$ cat config.mk
export PLATFORM = sky130hd
export DESIGN_NAME = io_handshake_ctrl
export DESIGN_NICKNAME = d
export VERILOG_FILES = /design/src/rtl/cpu_pkg.sv /design/src/rtl/io_timeout_cnt.sv /design/src/rtl/io_handshake_ctrl.sv
export SDC_FILE = /design/constraint.sdc
export NUM_CORES = 1
export LEC_CHECK = 0
export BUFFER_PORTS_ARGS = -buffer_cell sky130_fd_sc_hd__buf_2
export CAP_MARGIN = 30
export CORE_MARGIN = 2
export CORE_UTILIZATION = 23
export CTS_CLUSTER_SIZE = 30
export DETAILED_ROUTE_END_ITERATION = 10
export PLACE_DENSITY = 0.38
export SETUP_SLACK_MARGIN = 0.5
export SLEW_MARGIN = 15
export SYNTH_ARGS = -nofsm -noshare
export SYNTH_HDL_FRONTEND = slang
export SYNTH_SLANG_ARGS = --single-unit
$ cat constraint.sdc
create_clock -name clk -period 2 [get_ports clk]
set_input_delay 0.3 -clock clk [delete_from_list [all_inputs] [get_ports clk]]
set_output_delay 0.3 -clock clk [all_outputs]
set_load 0.1 [all_outputs]
$ cat src/rtl/cpu_pkg.sv
// Shared definitions for the CPU I/O handshake controller.
package cpu_pkg;

   localparam int IO_DATA_W = 8;

   typedef enum logic [1:0] {
      IDLE     = 2'd0,
      WAIT_IN  = 2'd1,
      WAIT_OUT = 2'd2,
      DONE     = 2'd3
   } io_state_t;

endpackage

$ cat src/rtl/io_timeout_cnt.sv
// Saturating handshake timeout counter; expires on the TO_CYC-th enabled cycle
// after a clear. TO_CYC = 0 disables expiry.
module io_timeout_cnt #(
   parameter int TO_CYC = 1000,
   parameter int CNT_W  = 16
) (
   input  logic i_clk,
   input  logic i_reset,
   input  logic i_clr,
   input  logic i_en,
   output logic o_expired
);

   localparam logic [CNT_W-1:0] LAST = (TO_CYC == 0) ? '0 : CNT_W'(TO_CYC - 1);
   localparam bit               ARMED = (TO_CYC != 0);

   logic [CNT_W-1:0] r_cnt;

   always_ff @(posedge i_clk or posedge i_reset) begin
      if (i_reset) begin
         r_cnt <= '0;
      end else if (i_clr) begin
         r_cnt <= '0;
      end else if (i_en && ARMED && (r_cnt != LAST)) begin
         r_cnt <= r_cnt + 1'b1;
      end
   end

   assign o_expired = ARMED && i_en && (r_cnt == LAST);

endmodule

$ cat src/rtl/io_handshake_ctrl.sv
// Turns single-cycle CPU I/O instructions into valid/ready handshakes with the
// game peripherals, stalling the CPU until each transfer completes or times out.
module io_handshake_ctrl
   import cpu_pkg::*;
#(
   parameter int                DATA_W  = IO_DATA_W,
   parameter int                TO_CYC  = 1000,
   parameter int                CNT_W   = 16,
   parameter logic [DATA_W-1:0] TO_DATA = DATA_W'(8'hFF)
) (
   input  logic              clk,
   input  logic              reset,
   input  logic              s_in,
   input  logic              s_out,
   input  logic [DATA_W-1:0] cpu_out_data,
   output logic [DATA_W-1:0] cpu_in_data,
   output logic              stall,
   input  logic              in_valid,
   input  logic [DATA_W-1:0] in_data,
   output logic              in_ready,
   output logic              out_valid,
   output logic [DATA_W-1:0] out_data,
   input  logic              out_ready,
   output logic              timeout_err,
   output logic              busy
);

   io_state_t         r_state;
   logic [DATA_W-1:0] r_data_q;
   logic [DATA_W-1:0] r_out_data;
   logic              r_to_err;
   logic              w_wait;
   logic              w_expired;

   assign w_wait = (r_state == WAIT_IN) || (r_state == WAIT_OUT);

   // Counter is held clear outside the WAIT states, so every WAIT entry starts at 0.
   io_timeout_cnt #(
      .TO_CYC (TO_CYC),
      .CNT_W  (CNT_W)
   ) u_to_cnt (
      .i_clk     (clk),
      .i_reset   (reset),
      .i_clr     (~w_wait),
      .i_en      (w_wait),
      .o_expired (w_expired)
   );

   always_ff @(posedge clk or posedge reset) begin
      if (reset) begin
         r_state    <= IDLE;
         r_data_q   <= '0;
         r_out_data <= '0;
         r_to_err   <= 1'b0;
      end else begin
         case (r_state)
            IDLE: begin
               if (s_in) begin
                  r_state <= WAIT_IN;
               end else if (s_out) begin
                  r_out_data <= cpu_out_data;
                  r_state    <= WAIT_OUT;
               end
            end
            WAIT_IN: begin
               if (in_valid) begin
                  r_data_q <= in_data;
                  r_state  <= DONE;
               end else if (w_expired) begin
                  r_data_q <= TO_DATA;
                  r_to_err <= 1'b1;
                  r_state  <= DONE;
               end
            end
            WAIT_OUT: begin
               if (out_ready) begin
                  r_state <= DONE;
               end else if (w_expired) begin
                  r_to_err <= 1'b1;
                  r_state  <= DONE;
               end
            end
            DONE:    r_state <= IDLE;
            default: r_state <= IDLE;
         endcase
      end
   end

   // The request cycle stalls combinationally; reset masks it so stall drops at once.
   assign stall       = ~reset & (w_wait | ((r_state == IDLE) & (s_in | s_out)));
   assign in_ready    = (r_state == WAIT_IN);
   assign out_valid   = (r_state == WAIT_OUT);
   assign busy        = (r_state != IDLE);
   assign cpu_in_data = r_data_q;
   assign out_data    = r_out_data;
   assign timeout_err = r_to_err;

endmodule

# --- Word level (Yosys, flattened, before mapping) ---
# Index checks and enable logic that the tools add are counted.
op_classes:
  shifts: 0
  mul: 0
  eq_ne: 9
  n_reduce_logical: 10
  addsub: 1
  div: 0
  n_bitwise: 6
  n_mux: 14
  magnitude_cmp: 0
op_table:
  columns: ["operator", "count"]
  rows:
  - ["$mux 16", 2]
  - ["$add 16x1->16 const B", 1]
  - ["$eq 16x10->1 const B", 1]
  - ["$mux 8", 2]
  - ["$ne 16x10->1 const B", 1]
  - ["$mux 2", 5]
  - ["$pmux 2 s4", 1]
  - ["$reduce_and 3->1", 2]
  - ["$reduce_bool 2->1", 3]
  - ["$eq 2x2->1 const B", 2]
  - ["$ne 2x2->1 const B", 2]
  - ["$mux 1", 3]
  - ["$ne 3x3->1 const B", 1]
  - ["$and 1x1->1", 2]
  - ["$eq 2x1->1 const B", 1]
  - ["$logic_and 1x1->1", 2]
  - ["$logic_not 2->1", 1]
  - ["$ne 2x1->1 const B", 1]
  - ["$not 1->1", 2]
  - ["$or 1x1->1", 2]
  - ["$pmux 1 s2", 1]
  - ["$reduce_and 2->1", 1]
  - ["$logic_or 1x1->1", 1]
totals:
  in_bits: 22
  romBits: 0
  output_inout_bits: 21
  ramBits: 0
  n_memories: 0
  word_cells: 45
  ff_bits: 35
  latch_bits: 0

# --- Logic depth before layout (Yosys ltp) ---
# Gate-level depths: netlist (run 1).
logic_depth:
  word_depth: 6
  ltp_mapped: 6
  mapped_depth_nobuf: 6

# --- By module ---
# From an unflattened synthesis (run 1), not the netlist that was laid out.
hier_totals:
  cells_unflattened: 153
  area_unflattened_um2: 1707.9
by_module_without_submodules:
  columns: ["mod", "cells_per_inst", "area_per_inst_um2", "n_inst", "seq_area_each_um2"]
  rows:
  - ["io_timeout_cnt", 93, 900.9, 1, 400.4]
  - ["io_handshake_ctrl", 60, 807.0, 1, 475.5]

# --- Worst setup path before layout (run 1) ---
# Ideal clock, no wire load.
synth_timing:
  path_type: "flip-flop to output port"
  start: "register r_state[0]"
  end: "output port stall"
  setup_slack_ns: -0.850
  t_required_ns: 1.700
  arrival_time_ns: 2.550
  stages_incl_launch_ff: 6
  path_cell_list: "dfrtp_1 > inv_1 > ha_1 > clkbuf_1 > inv_1 > a21oi_1"
synth_via:
  elab_chain_len: 4
  elab_cells_between_ends: 7
synth_lines:
  columns: ["item", "line_no", "rtl"]
  rows:
  - ["from (decl)", "io_handshake_ctrl.sv:28", "io_state_t r_state;"]
  - ["from (signal assigned)", "io_handshake_ctrl.sv:51", "r_state <= IDLE;"]
  - ["from (signal assigned)", "io_handshake_ctrl.sv:59", "r_state <= WAIT_IN;"]
  - ["from (signal assigned)", "io_handshake_ctrl.sv:62", "r_state <= WAIT_OUT;"]
  - ["$eq 2x1->1 (tied with other cells)", "io_handshake_ctrl.sv:35", "assign w_wait = (r_state == WAIT_IN) || (r_state == WAIT_OUT);"]
  - ["$logic_or 1x1->1 or $and 1x1->1 (tied branches)", "io_handshake_ctrl.sv:35, io_handshake_ctrl.sv:90", null]
  - ["$or 1x1->1 *", "io_handshake_ctrl.sv:90", "assign stall = ~reset & (w_wait | ((r_state == IDLE) & (s_in | s_out)));"]
  - ["$and 1x1->1 *", "io_handshake_ctrl.sv:90", null]
  - ["to (decl)", "io_handshake_ctrl.sv:17", "output logic stall,"]
# Every way passes the cells marked *; elsewhere a longest branch is shown, timed or not.

# --- Worst setup path in the final report (run 1) ---
layout_timing:
  start: "register u_to_cnt.r_cnt[14]"
  end: "register r_state[1]"
layout_via:
  elab_chain_len: 5
  elab_cells_between_ends: 6
layout_lines:
  columns: ["item", "line_no", "rtl"]
  rows:
  - ["from (decl)", "io_timeout_cnt.sv:17", "logic [CNT_W-1:0] r_cnt;"]
  - ["from (signal assigned)", "io_timeout_cnt.sv:25", "r_cnt <= r_cnt + 1'b1;"]
  - ["$eq 16x10->1 *", "io_timeout_cnt.sv:29", "assign o_expired = ARMED && i_en && (r_cnt == LAST);"]
  - ["$logic_and 1x1->1 *", "io_timeout_cnt.sv:29", null]
  - ["$mux 2 *", null, null]
  - ["$mux 2, on equally long branches", null, null]
  - ["$pmux 2 s4 *", null, null]
# Marked as above.
# A chain may end at the register's enable or synchronous reset.

==> flow_metrics.py, run 1 <==
metrics = {
    "cells_and_area": {
        "fillers": 726,
        "antenna_cells": 0,
        "syn_to_final_growth_pct": 53.9,
        "final_layout_size_suffix_gt1_share_pct": 54.3,
        "nNetsFinal": 255,
    },
    "synth": {
        "yosysMostFrequentCell": "dfrtp_1",
        "yosys-top-cells-area": "dfrtp_1 (51%), mux2_2 (5.3%), o22a_2 (4.7%)",
        "synth-seq-cells": 35,
        "ys_types": 33,
        "yosysWarningCount": 0,
        "synth.avg_cell_area_sq_um": 11.1,
        "synth_common_cells": "dfrtp_1 (35), nand2_1 (14), nor2_1 (14), mux2_2 (8), o22a_2 (8)",
        "yosysTopAreaCellShare_pct": 51.4,
        "synth_fp_nets": 180,
        "netlist_instances": 154,
        "ys.flop_type": "dfrtp_1",
        "synth_edf_count": 0,
        "ys_seq_area_share_pct": 51.4,
        "synthArstFlopShare_pct": 100,
        "yosys.area.top_type": "dfrtp_1",
        "syn_area_sq_mm": 0.00171,
    },
    "route": {
        "drcViolationCount": 0,
        "wl_per_cell_microns": 13.9,
        "drt_pass1_iterations": 4,
        "ant_nets": 0,
        "drt_iter0_markers": 59,
        "vias": 1488,
        "finalWirelength_microns": 4570,
        "drt-vias-per-instance": 4.52,
    },
    "clocking": {
        "clock_latency_ps": 290,
        "clkTransAtPathRegs_ps": 70,
        "cts.path.max_buffers": 2,
        "cts_hold_buf": 0,
        "htreeDepth": 2,
        "clock-sinks": 35,
        "tritoncts": "done",
        "cts_buffers": 5,
        "ctsRootBufferMaster": "clkbuf_8",
    },
    "worst_setup_path": {
        "required_ps": 2210,
        "r2r_start": "u_to_cnt.r_cnt[14]",
        "criticalPathCategory": "flip-flop to flip-flop",
        "cp-start-kind": "flip-flop",
        "path_max_fanout": 3,
        "arrival_ps": 1950,
        "r2r_slack_ps": 260,
        "rr_worst_depth": 5,
        "end_kind": "flip-flop",
        "regToRegEndpoint": "r_state[1]",
    },
    "global_route": {
        "grt_overflow": 0,
        "antenna_found_initial": 0,
        "track_usage_pct": 11.6,
        "first_global_vias": 1578,
        "grt_pass1_wl_microns": 7630,
        "grt_max_degree": 25,
    },
    "timing": {
        "worstMarginPinSlew_ps": 547,
        "fin_skew_ps": 7.48,
        "post-route-period-util_pct": 87.2,
        "slew_viol_final": 0,
        "max_slew_margin_pct": 63.5,
        "period_needed_ps": 1740,
        "fmax_mhz": 573,
        "finalHoldViolCount": 0,
        "setup_tns_ps": 0,
        "rsz0062_at_grt": "yes",
        "finalSetupViolations": 0,
    },
    "job": {
        "cap_violations": 0,
    },
    "placed_design": {
        "io_buffer_count": 42,
        "dp_hpwl_microns": 3020,
        "globalplace.congestion": 0.792,
    },
    "floorplan": {
        "initial_core_util_pct": 23.6,
        "ios": 43,
        "die_w_microns": 90.1,
        "dieHeight_microns": 90.1,
        "num_rows": 31,
        "fp.dieArea_sq_mm": 0.00812,
        "coreArea_sq_mm": 0.00721,
    },
    "status": {
        "status": "finished clean",
    },
    "worst_hold_path": {
        "hp-class": "input pin to asynchronous set/reset pin",
    },
}
==> flip-flops by register name, summed over array words and instances (netlist names) <==
signal and flops:
r_state 2, cpu_in_data 8, out_data 8, timeout_err 1
u_to_cnt.r_cnt 16
==> metrics by stage <==
| stage | std cells | setup WS [ps] | hold slack, ps | instance area, sq um | utilization (%) |
|---|---|---|---|---|---|
| floorplan | 154 | 136 | 449 | 1770 | - |
| global placement | 294 | 251 | 389 | 2120 | 29.4 |
| detailed placement | 294 | 201 | 407 | 2120 | 29.4 |
| CTS | 314 | 239 | 89.1 | 2420 | 33.5 |
| global route | 329 | 173 | 121 | 2620 | 36.4 |
| finish | 329 | 256 | 78.0 | 2620 | 36.4 |
==> metal layers <==
metal  part of all wire, %  up-vias  GRT usage [%]
met5                     0        -              0
met4                   1.7        0           4.62
met3                   4.4        7           3.27
met2                    51       39           19.0
li1                      -      707              -
met1                    42      735           14.5
==> final cells by class <==
cell class / instances / area [sq um] / area share (%)
multi-input cells: 109 / 945 / 36.0
flip-flops and latches: 35 / 880 / 33.5
repair buffers: 71 / 528 / 20.1
well taps: 99 / 124 / 4.72
clock buffers: 6 / 82.6 / 3.15
clock inverters: 2 / 35.0 / 1.34
inverters: 7 / 30.0 / 1.14
==> logic make-up (layout without fill, tap and decap cells) <==
logic type               Yosys count  after routing  synth area share (%)
AND/OR/NAND/NOR                   61             61                  20.0
flip-flops                        35             35                  51.4
AO/OA/AOI/OAI                     23             23                  10.7
multiplexers                      12             12                  7.63
buffers and inverters             10             86                  2.79
XOR/XNOR                           9              9                  4.62
adder cells (fa/ha/maj)            4              4                  2.93
==> worst max path at each step <==
| stage | from | end | slack [ps] | cells after the start |
|---|---|---|---|---|
| detailed placement | u_to_cnt.r_cnt[14] | cpu_in_data[5] | 200 | 4 |
| finish | u_to_cnt.r_cnt[14] | r_state[1] | 260 | 5 |
| global route | u_to_cnt.r_cnt[14] | r_state[1] | 170 | 5 |
| floorplan | r_state[0] | out_data[0] | 140 | 6 |
| global placement | u_to_cnt.r_cnt[14] | cpu_in_data[3] | 250 | 4 |
| CTS | u_to_cnt.r_cnt[15] | u_to_cnt.r_cnt[0] | 240 | 4 |
==> critical path, cell delays in order (launching register included) <==
cell	delay, ps
dfrtp_1	400
or4b_4	580
nor4_4	350
buf_4	190
o31ai_4	60
o211ai_1	90
==> placed cells by master, fill, tap and decap left out, types with 2 or more instances in the layout <==
master    netlist  final
buf_2           0     38
dfrtp_1        35     32
buf_4           0     23
nor2_1         14     13
nand2_1        14     12
o22a_2          8      8
mux2_2          8      7
nand3_1         6      6
xor2_1          6      6
nand2b_1        6      6
clkbuf_8        1      6
buf_12          0      6
nand4_1         5      5
mux2i_1         4      4
buf_6           0      4
inv_2           0      3
xnor2_1         3      3
nor4_4          1      3
a21oi_1         4      3
inv_1           7      3
ha_4            0      3
dfrtp_2         0      3
nor3_1          2      2
o21ai_0         3      2
o31ai_1         4      2
==> what timing repair did <==
| item | CTS | global route |
|---|---|---|
| setup buffers | 12 | 15 |
| resized for setup | 19 | 22 |
| endpoints found under the setup margin | 22 | 34 |
| pin swaps | 16 | 10 |
| hold endpoints to repair | 0 | 0 |
Power of run 1 is left out: the tool's default activity adds up to more than one toggle a clock period on the data nets, which glitch-free logic cannot reach.
==> run 2, diff against run 1 <==
--- a/config.mk
+++ b/config.mk
@@ -7,8 +7,10 @@
 export LEC_CHECK = 0
 export BUFFER_PORTS_ARGS = -buffer_cell sky130_fd_sc_hd__buf_2
 export CAP_MARGIN = 30
+export CORE_ASPECT_RATIO = 1.2
 export CORE_MARGIN = 2
 export CORE_UTILIZATION = 23
+export CTS_BUF_LIST = sky130_fd_sc_hd__clkbuf_16
 export CTS_CLUSTER_SIZE = 30
 export DETAILED_ROUTE_END_ITERATION = 10
 export PLACE_DENSITY = 0.38
==> run 2 against run 1 <==
Against the previous run: register-to-register slack gained 20 ps; sequential cell count is the same; count of clock-buffer cells in the layout shrank 1; design area shrank 5.0%; hold slack gained 5.9 ps; first-iteration DRC count shrank 34%; final cell count shrank 6.1%; global-route usage shrank 0.69 points; worst setup slack gained 20 ps; via count shrank 5.6%; routed wire length shrank 7.9%; largest cell class unchanged.
==> flow_metrics.py, run 2 (synthesis results as in run 1) <==
metrics = {
    "status": {
        "status": "finished clean",
    },
    "worst_setup_path": {
        "criticalPathCategory": "flip-flop to flip-flop",
        "path_max_fanout": 8,
        "required_ps": 2210,
        "end_kind": "flip-flop",
        "cp-start-kind": "flip-flop",
        "arrival_ps": 1940,
    },
    "global_route": {
        "antenna_found_initial": 0,
        "grt_pass1_wl_microns": 6830,
        "grt_overflow": 0,
        "grt_max_degree": 21,
        "track_usage_pct": 10.9,
        "first_global_vias": 1432,
    },
    "clocking": {
        "clock_latency_ps": 270,
        "htreeDepth": 2,
        "ctsRootBufferMaster": "clkbuf_16",
        "cts_buffers": 5,
        "tritoncts": "done",
        "clock-sinks": 35,
        "clkTransAtPathRegs_ps": 50,
        "cts_hold_buf": 0,
        "cts.path.max_buffers": 2,
    },
    "worst_hold_path": {
        "hp-class": "input pin to asynchronous set/reset pin",
    },
    "job": {
        "cap_violations": 0,
    },
    "cells_and_area": {
        "fillers": 756,
        "largest_register_ffs": 16,
        "fin_cells": 309,
        "regMostFlops": "u_to_cnt.r_cnt",
        "utilization_pct": 34.5,
        "syn_to_final_growth_pct": 46.2,
        "antenna_cells": 0,
        "final_common_cell": "buf_2",
        "nNetsFinal": 246,
        "layout_common_cells": "buf_2 (38), dfrtp_1 (33), buf_4 (19)",
        "final_layout_size_suffix_gt1_share_pct": 51.1,
    },
    "route": {
        "wl_per_cell_microns": 13.6,
        "finalWirelength_microns": 4210,
        "drt-vias-per-instance": 4.55,
        "drcViolationCount": 0,
        "ant_nets": 0,
        "drt_iter0_markers": 39,
        "vias": 1405,
        "drt_pass1_iterations": 4,
    },
    "timing": {
        "slew_viol_final": 0,
        "finalHoldViolCount": 0,
        "fmax_mhz": 580,
        "finalSetupViolations": 0,
        "hold_slack_ps": 84.0,
        "setup_tns_ps": 0,
        "fin_skew_ps": 3.16,
        "post-route-period-util_pct": 86.2,
        "max_slew_margin_pct": 67.1,
        "rsz0062_at_grt": "yes",
        "period_needed_ps": 1720,
        "worstMarginPinSlew_ps": 496,
    },
    "placed_design": {
        "globalplace.congestion": 0.679,
        "io_buffer_count": 42,
        "place_inst": 287,
        "dp_hpwl_microns": 2950,
    },
    "floorplan": {
        "ios": 43,
        "die_w_microns": 82.6,
        "coreArea_sq_mm": 0.00723,
        "num_rows": 34,
        "initial_core_util_pct": 23.6,
        "fp.dieArea_sq_mm": 0.00812,
        "dieHeight_microns": 98.3,
    },
}
## run 2: changes by cell type in the layout (fill, tap and decap cells not counted), moves of 2 or more
cell,change
clkbuf_8,-6
clkbuf_16,+5
buf_4,-4
buf_6,-3
buf_12,-2
## run 2: final cells by class
class | count | area [sq um] | share of cell area (%)
Tap cell | 90 | 113 | 4.52
Timing Repair Buffer | 62 | 424 | 17.0
Clock inverter | 1 | 3.75 | 0.151
Clock buffer | 5 | 125 | 5.02
Inverter | 7 | 30.0 | 1.20
Multi-Input combinational cell | 109 | 920 | 36.9
Sequential cell | 35 | 878 | 35.2
## run 2: path summary, 6_finish.rpt
| check | startpoint | to | depth (start not counted) | slack (ps) |
|---|---|---|---|---|
| max | u_to_cnt.r_cnt[15] | cpu_in_data[6] | 4 | 280 |
| min | reset | out_data[7] | 3 | 80 |
| max reg2reg | u_to_cnt.r_cnt[15] | cpu_in_data[6] | 4 | 280 |
| min reg2reg | cpu_in_data[5] | cpu_in_data[5] | 1 | 490 |
| max in group asynchronous | reset | u_to_cnt.r_cnt[0] | 3 | 1660 |
| min in group clk | cpu_out_data[2] | out_data[2] | 2 | 260 |
## run 2: worst max-delay path: stages, from the launching register on
cell and delay (ps):
dfrtp_1 380, or4b_4 570, nor4_4 350, o21a_4 220
o22a_2 140
## run 2: what timing repair did
action,in CTS,in global routing
resized for setup,20,12
setup buffers,10,6
pin swaps,9,17
endpoints found under the setup margin,22,34
## run 2: stage by stage
step	worst slack, ps	instance area (sq um)
final	276	2490
after CTS	222	2410
after floorplan	136	1770
after detailed placement	212	2110
after global routing	174	2490
after global placement	231	2110
## run 2: layer usage
layer,up-vias,global-route usage [%],share of wire [%]
met2,32,18.4,51
met3,6,3.14,5.1
met1,688,12.9,42
met5,-,0,0
met4,0,4.04,1.8
li1,679,-,-
Power of run 2 is left out for the same reason.
==> run 3, diff against run 2 <==
--- a/config.mk
+++ b/config.mk
@@ -13,7 +13,7 @@
 export CTS_BUF_LIST = sky130_fd_sc_hd__clkbuf_16
 export CTS_CLUSTER_SIZE = 30
 export DETAILED_ROUTE_END_ITERATION = 10
-export PLACE_DENSITY = 0.38
+export PLACE_DENSITY = 0.42
 export SETUP_SLACK_MARGIN = 0.5
 export SLEW_MARGIN = 15
 export SYNTH_ARGS = -nofsm -noshare
==> run 3 against run 2 <==
Against the previous run: hold slack worse by 66 ps; critical path depth stayed put; sequential cell count stayed put; via count is 0.71% lower; sequential share of layout area is 0.69 points lower; utilization is 0.64 points higher; fmax is 0.27% lower; final cell count is 0.65% higher; design area is 1.9% higher; global-route usage is 0.61 points lower; largest cell class unchanged; highest routed layer unchanged.
==> flow_metrics.py, run 3 (synthesis results as in run 1) <==
metrics = {
    "timing": {
        "setup_tns_ps": 0,
        "finalHoldViolCount": 0,
        "setup_ws_ps": 271,
        "fin_skew_ps": 4.46,
        "max_slew_margin_pct": 67.4,
        "period_needed_ps": 1730,
        "slew_viol_final": 0,
        "post-route-period-util_pct": 86.4,
        "rsz0062_at_grt": "yes",
        "worstMarginPinSlew_ps": 492,
        "fmax_mhz": 578,
        "finalSetupViolations": 0,
    },
    "route": {
        "ant_nets": 0,
        "vias": 1395,
        "finalWirelength_microns": 4090,
        "wl_per_cell_microns": 13.1,
        "drt_pass1_iterations": 4,
        "drcViolationCount": 0,
        "drt_iter0_markers": 50,
        "drt-vias-per-instance": 4.49,
    },
    "worst_setup_path": {
        "end_kind": "flip-flop",
        "cp_cell_sequence": "or4b_4 > nor4_4 > o21a_4 > o22a_2",
        "arrival_ps": 1940,
        "rr_worst_depth": 4,
        "r2r_slack_ps": 270,
        "required_ps": 2210,
        "slowest_delay_ps": 580,
        "crit_buf_inv": 0,
        "path_delay_family": "simple AND/OR/NAND/NOR gates",
        "r2r_start": "u_to_cnt.r_cnt[15]",
        "criticalPathCategory": "flip-flop to flip-flop",
        "cp-start-kind": "flip-flop",
        "crit_slowest_cell": "or4b_4",
        "regToRegEndpoint": "cpu_in_data[2]",
        "path_max_fanout": 8,
    },
    "cells_and_area": {
        "largest_register_ffs": 16,
        "layout_common_cells": "buf_2 (38), dfrtp_1 (34), buf_4 (18)",
        "regMostFlops": "u_to_cnt.r_cnt",
        "antenna_cells": 0,
        "syn_to_final_growth_pct": 48.9,
        "fillers": 754,
        "final_layout_size_suffix_gt1_share_pct": 50.7,
        "nNetsFinal": 246,
        "final_common_cell": "buf_2",
    },
    "clocking": {
        "clkTransAtPathRegs_ps": 50,
        "clock_latency_ps": 270,
        "htreeDepth": 2,
        "cts_buffers": 5,
        "tritoncts": "done",
        "ctsRootBufferMaster": "clkbuf_16",
        "cts.path.max_buffers": 2,
        "clock-sinks": 35,
        "cts_hold_buf": 0,
    },
    "global_route": {
        "grt_max_degree": 29,
        "antenna_found_initial": 0,
        "track_usage_pct": 10.3,
        "first_global_vias": 1336,
        "grt_pass1_wl_microns": 6470,
        "grt_overflow": 0,
    },
    "job": {
        "cap_violations": 0,
    },
    "floorplan": {
        "dieHeight_microns": 98.3,
        "fp.dieArea_sq_mm": 0.00812,
        "ios": 43,
        "num_rows": 34,
        "die_w_microns": 82.6,
        "coreArea_sq_mm": 0.00723,
        "initial_core_util_pct": 23.6,
    },
    "status": {
        "status": "finished clean",
    },
    "placed_design": {
        "dp_worst_setup_slack_ps": 235,
        "io_buffer_count": 42,
        "globalplace.congestion": 0.702,
        "dp_hpwl_microns": 2860,
    },
    "worst_hold_path": {
        "hp-class": "input pin to asynchronous set/reset pin",
    },
}
run 3: worst max path at each step:
stage                             from  cells after the start             end  slack (ps)
floorplan                   r_state[0]                      6     out_data[0]         140
global placement    u_to_cnt.r_cnt[14]                      4  cpu_in_data[3]         250
detailed placement  u_to_cnt.r_cnt[14]                      4  cpu_in_data[4]         230
CTS                 u_to_cnt.r_cnt[11]                      4  cpu_in_data[4]         250
global route        u_to_cnt.r_cnt[15]                      5      r_state[1]         200
finish              u_to_cnt.r_cnt[15]                      4  cpu_in_data[2]         270
run 3: layout make-up:
type / instances / area [sq um] / area share, %
clock inverter: 3 / 11.3 / 0.443
clock buffer: 5 / 125 / 4.93
tap: 90 / 113 / 4.43
multi-input combinational: 109 / 945 / 37.2
timing repair buffer: 62 / 437 / 17.2
inverter: 7 / 32.5 / 1.28
sequential: 35 / 877 / 34.5
run 3: metal layers:
metal  wire length, microns  vias to the layer above  global-route usage, %
li1                       -                      691                      -
met1                   1800                      669                   12.8
met2                   2040                       31                   16.6
met3                    217                        4                   3.23
met4                     32                        0                   3.78
met5                      0                        -                      0
run 3: worst reg2reg max path: stages (launching register included):
cell,delay (ps)
dfrtp_1,390
or4b_4,580
nor4_4,350
o21a_4,220
o22a_2,130
run 3: metrics by stage:
stage | hold WS, ps | cells | cell area [sq um] | util, %
floorplan | 449 | 154 | 1770 | -
global placement | 320 | 286 | 2120 | 29.3
detailed placement | 317 | 286 | 2120 | 29.3
CTS | 23.5 | 303 | 2390 | 33.0
global route | 43.1 | 311 | 2540 | 35.1
finish | 17.5 | 311 | 2540 | 35.1
run 3: what timing repair did:
action / in CTS / in global routing
setup buffers: 9 / 8
pin swaps: 16 / 17
endpoints found under the setup margin: 21 / 35
resized for setup: 17 / 18
gates cloned: 0 / 0
Power of run 3 is left out for the same reason.
